### config.mk
export PLATFORM = sky130hd
export DESIGN_NAME = team_select
export DESIGN_NICKNAME = d
export VERILOG_FILES = /design/src/rtl/team_select.sv
export SDC_FILE = /design/constraint.sdc
export NUM_CORES = 1
export LEC_CHECK = 0
export ABC_CLOCK_PERIOD_IN_PS = 3900
export CORE_MARGIN = 5
export CORE_UTILIZATION = 54
export CTS_BUF_LIST = sky130_fd_sc_hd__clkbuf_4 sky130_fd_sc_hd__clkbuf_8 sky130_fd_sc_hd__clkbuf_16
export CTS_CLUSTER_DIAMETER = 150
export DETAILED_ROUTE_END_ITERATION = 6
export HOLD_SLACK_MARGIN = 0.08
export PLACE_DENSITY = 0.85
export SLEW_MARGIN = 15
export SYNTH_ARGS = -nofsm -noshare
export SYNTH_HDL_FRONTEND = slang
export SYNTH_SLANG_ARGS = --single-unit
export TNS_END_PERCENT = 100
### constraint.sdc
create_clock -name Clk -period 3.9 [get_ports Clk]
set_input_delay 0.78 -clock Clk [delete_from_list [all_inputs] [get_ports Clk]]
set_output_delay 0.78 -clock Clk [all_outputs]
set_load 0.01 [all_outputs]
### src/rtl/team_select.sv
// Team selection front end: picks three of six roster ids on a 2x3 grid with the keyboard,
// hands the keyboard to the battle stage, and counts won battles.
module team_select #(
  parameter int unsigned NUM_MONS = 6
) (
  input  logic            Clk,
  input  logic            Reset,
  input  logic            start,
  input  logic [7:0]      keycode,
  input  logic            end_battle,
  input  logic            result,
  output logic [2:0][2:0] team,
  output logic            is_battle,
  output logic [2:0]      cursor,
  output logic [5:0]      picked_mask,
  output logic [1:0]      picked_count,
  output logic [3:0]      wins
);

  localparam logic [7:0] KeyW     = 8'h1A;
  localparam logic [7:0] KeyA     = 8'h04;
  localparam logic [7:0] KeyS     = 8'h16;
  localparam logic [7:0] KeyD     = 8'h07;
  localparam logic [7:0] KeyEnter = 8'h28;
  localparam logic [7:0] KeyBksp  = 8'h2A;

  typedef enum logic [1:0] {
    StIdle,
    StSelect,
    StConfirm,
    StBattle
  } state_e;

  state_e           r_state;
  logic [7:0]       r_prev_key;
  logic [2:0][2:0]  r_team;
  logic [2:0]       r_cursor;
  logic [5:0]       r_mask;
  logic [1:0]       r_count;
  logic [3:0]       r_wins;

  logic             w_key_evt;
  logic             w_bottom_row;
  logic [1:0]       w_col;
  logic             w_has_row_below;
  logic             w_cur_picked;
  logic [1:0]       w_last;
  logic [2:0]       w_last_id;

  // A new nonzero code is one event; holding the key produces no further events.
  assign w_key_evt       = (keycode != 8'h00) && (keycode != r_prev_key);
  assign w_bottom_row    = (r_cursor >= 3'd3);
  assign w_col           = w_bottom_row ? 2'(r_cursor - 3'd3) : 2'(r_cursor);
  assign w_has_row_below = (32'(r_cursor) + 32'd3) < NUM_MONS;
  assign w_cur_picked    = r_mask[r_cursor];
  assign w_last          = r_count - 2'd1;
  assign w_last_id       = r_team[w_last];

  always_ff @(posedge Clk or posedge Reset) begin
    if (Reset) begin
      r_state    <= StIdle;
      r_prev_key <= 8'h00;
      r_team     <= '0;
      r_cursor   <= 3'd0;
      r_mask     <= 6'd0;
      r_count    <= 2'd0;
      r_wins     <= 4'd0;
    end else begin
      r_prev_key <= keycode;
      unique case (r_state)
        StIdle: begin
          if (start) begin
            r_state  <= StSelect;
            r_team   <= '0;
            r_mask   <= 6'd0;
            r_count  <= 2'd0;
            r_cursor <= 3'd0;
          end
        end

        StSelect: begin
          if (w_key_evt) begin
            case (keycode)
              KeyW: if (w_bottom_row) r_cursor <= r_cursor - 3'd3;
              KeyS: if (w_has_row_below) r_cursor <= r_cursor + 3'd3;
              KeyA: if (w_col != 2'd0) r_cursor <= r_cursor - 3'd1;
              KeyD: if (w_col != 2'd2) r_cursor <= r_cursor + 3'd1;
              KeyEnter: begin
                if (!w_cur_picked) begin
                  r_team[r_count]  <= r_cursor;
                  r_mask[r_cursor] <= 1'b1;
                  r_count          <= r_count + 2'd1;
                  if (r_count == 2'd2) r_state <= StConfirm;
                end
              end
              KeyBksp: begin
                if (r_count != 2'd0) begin
                  r_team[w_last]    <= 3'd0;
                  r_mask[w_last_id] <= 1'b0;
                  r_count           <= w_last;
                end
              end
              default: ;
            endcase
          end
        end

        StConfirm: begin
          if (w_key_evt) begin
            if (keycode == KeyEnter) begin
              r_state <= StBattle;
            end else if (keycode == KeyBksp) begin
              // Count is 3 here, so w_last addresses slot 2.
              r_team[w_last]    <= 3'd0;
              r_mask[w_last_id] <= 1'b0;
              r_count           <= w_last;
              r_state           <= StSelect;
            end
          end
        end

        StBattle: begin
          if (end_battle) begin
            r_state <= StIdle;
            if (result && (r_wins != 4'd15)) r_wins <= r_wins + 4'd1;
          end
        end

        default: r_state <= StIdle;
      endcase
    end
  end

  assign team         = r_team;
  assign is_battle    = (r_state == StBattle);
  assign cursor       = r_cursor;
  assign picked_mask  = r_mask;
  assign picked_count = r_count;
  assign wins         = r_wins;

endmodule

==> results.tsv <==
stage	metric	value	unit
clock_tree	CTS Hold Buffers Added	0	
clock_tree	Clk pin slew, worst setup/hold paths	0.06	ns
power	total power	1.045	mW
setup_path	Max stage delay on crit path	0.61	ns
floorplanning	Die X	77.17	µm
clock_tree	Inserted Clock Buffers	5	
global_routing	pin count of the biggest net entering global routing	35	
timing	skew final	0.005759	ns
floorplanning	core area	0.004354	mm²
power	Pleak	1.269	nW
placed_design	Post-Place Setup Slack	0.4843	ns
route	routed via count	2264	
logic_synthesis	Post-Syn Nets	296	
route	Via density	6.289	
global_routing	total grt overflow	0	
floorplanning	Top-Level Pins	38	
timing	part of the cycle the worst path needs	0.8021	
logic_synthesis	Cells after Synth	269	
finish	NumNets Final	335	
logic_synthesis	Syn. warnings	0	
logic_synthesis	Async SR Flop Fraction	1.000	
power	Pwr Density	354.9	mW/mm²
logic_synthesis	area leader, netlist	dfrtp_1	
setup_path	slowest cell on the critical path	clkdlybuf4s50_1	
finish	commonest non-fill, non-tap cell in the layout	clkdlybuf4s50_1	
clock_tree	clock tree buffer depth	2	
floorplanning	Starting Density	0.5595	
setup_path	crit path DAT	3.35	ns
timing	clock period minus worst slack	3.128	ns
clock_tree	cells resized by post-CTS repair	0	
route	first drt pass iteration count	5	
clock_tree	Sink Count	34	
global_routing	gr usage total	0.2220	
global_routing	vias in the first global route	2262	
floorplanning	die height	77.17	µm
route	Routed WL	6295	µm
setup_path	CP cell instances	clkdlybuf4s50_1, nor2b_1, nand2_1, nor2_1, fa_1, a31oi_1, o21ai_0, a21oi_1, a32o_1	
setup_path	critical path class	in2reg	
timing	Max Clk Rate	319.7	MHz
finish	number of antenna repair diodes	0	
worst_hold_path	Hold Crit Class	reg2reg	
setup_path	Crit Path Max Fanout	7	
logic_synthesis	Mapped Avg Cell Area	9.056	µm²
route	remaining antenna violation count	0	
finish	layout cells sized above 1	0.08117	
timing	setup ws final	0.7717	ns
logic_synthesis	register area share after synthesis	0.3493	
timing	final hold viol count	0	
setup_path	Startpoint Class	input pin	
job	maxcap violations	0	
global_routing	first-pass GRT wire length	10920	µm
timing	Setup TNS	0	ns
logic_synthesis	area share of the largest cell type after synthesis	0.3493	
route	DRC Markers	0	
logic_synthesis	Post-synth top flop	dfrtp_1	
finish	Util after Layout	0.6761	
timing	RSZ-0062 raised after global routing	no	
clock_tree	clock root cell	clkbuf_8	
logic_synthesis	number of synthesized flops with an enable pin	0	
logic_synthesis	mapped cell area	0.002436	mm²
finish	most frequent cells in the layout	37 x clkdlybuf4s50_1, 34 x dfrtp_1, 18 x nor2_1	
logic_synthesis	Area contributors post-synth	dfrtp_1 35%, ha_1 6.7%, nor2b_1 3.6%, o21ai_0 3.3%, mux2_2 3.2%	
timing	Rel. slew slack	0.6009	
logic_synthesis	post-synthesis register bit count	34	
floorplanning	Die ar.	0.005954	mm²
floorplanning	cell row count	24	
finish	Area Overhead vs Synth	20.85	%
setup_path	Required @ worst endpoint	4.13	ns
power	Peak VDD IR	221.0	µV
clock_tree	H-tree depth	2	
clock_tree	clock latency at the later pin of the worst-skew pair	0.29	ns
timing	Hold Slack	0.5213	ns
clock_tree	Setup Fix Bufs, Post-CTS	0	
clock_tree	CTS tree	yes	
finish	fillers	372	
timing	endpoints failing setup	0	
placed_design	gpl congestion	0.8735	
outcome	status	complete, no violations	
timing	Slew @ Worst Pin	0.5836	ns
route	DR iter-0 viols	237	
timing	Slew Limit Fails	0	
global_routing	initial antenna violation count	0	
placed_design	DP Wirelength	4552	µm
route	routed wire length per instance	17.49	µm
logic_synthesis	Cell variety after synth	50	
setup_path	CP Capture Type	register	
placed_design	Port Buffers	37	
==> registers in the layout, indices dropped and copies added (netlist names) <==
| register | count |
|---|---|
| cursor | 3 |
| picked_count | 2 |
| picked_mask | 6 |
| r_prev_key | 8 |
| r_state | 2 |
| team | 9 |
| wins | 4 |
==> report_power, final <==
part	internal, mW	leakage (nW)	switching, mW
clock network	0.120	0.0438	0.131
logic	0.178	0.818	0.185
registers	0.383	0.407	0.0486
==> cells in the mapped netlist (3+ instances only) <==
cell type / count
a2111oi_0: 4
a211o_1: 3
nand2b_1: 4
buf_2: 5
a21o_1: 5
a21oi_1: 11
a31oi_1: 11
nand4_1: 6
xnor2_1: 9
o21ai_0: 16
nand2_1: 17
o2111ai_1: 3
a32o_1: 4
o2bb2ai_1: 8
ha_1: 13
nor2b_1: 14
clkbuf_1: 5
a22oi_1: 3
mux2_2: 7
nor2_1: 18
nor3_1: 9
inv_1: 14
dfrtp_1: 34
nand3_1: 11
==> logic make-up (layout without fill, tap and decap cells) <==
group	after synthesis	after routing	synth area share
compound gates	85	85	0.2512
xor+xnor	11	11	0.03955
fa+ha+maj	14	14	0.07499
buf+inv	24	63	0.03955
flops	34	34	0.3493
mux	9	9	0.04058
simple gates	92	92	0.2049
==> area by class of cell <==
| class | instances | area, µm² | share of cell area |
|---|---|---|---|
| Clock buffer | 5 | 68.82 | 0.02337 |
| Sequential cell | 34 | 850.8 | 0.2890 |
| Inverter | 14 | 52.55 | 0.01785 |
| Multi-Input combinational cell | 211 | 1489 | 0.5057 |
| Tap cell | 52 | 65.06 | 0.02210 |
| Clock inverter | 2 | 10.01 | 0.003400 |
| Timing Repair Buffer | 42 | 407.9 | 0.1385 |
==> per-layer routing <==
layer / wire [µm] / track usage / up-vias
met5: 0 / 0 / -
met4: 86 / 0.07560 / 0
met3: 401 / 0.04684 / 8
met2: 3062 / 0.3502 / 75
met1: 2744 / 0.3010 / 1093
li1: - / - / 1088
==> path summary, 6_finish.rpt <==
| kind | start | end | slack [ns] | cells past startpoint |
|---|---|---|---|---|
| worst max-delay path | keycode[2] | cursor[1] | 0.77 | 9 |
| worst min-delay path | wins[3] | wins[3] | 0.52 | 1 |
| worst max register to register | cursor[1] | cursor[0] | 0.95 | 8 |
| worst min register to register | wins[3] | wins[3] | 0.52 | 1 |
| max in group asynchronous | Reset | r_state[1] | 2.70 | 3 |
| min in group asynchronous | Reset | r_prev_key[7] | 0.87 | 3 |
==> through the flow <==
| stage | area, µm² | instances |
|---|---|---|
| after detailed placement | 2865 | 353 |
| after floorplan | 2436 | 269 |
| after global routing | 2944 | 360 |
| after global placement | 2865 | 353 |
| final | 2944 | 360 |
| after CTS | 2944 | 360 |
==> critical path, delay by kind of cell <==
| kind | cells | cell delay [ns] |
|---|---|---|
| compound gates | 4 | 0.66 |
| buf+inv | 1 | 0.61 |
| fa+ha+maj | 1 | 0.48 |
| simple gates | 3 | 0.81 |
No activity file was read; power rests on OpenSTA's default activity.
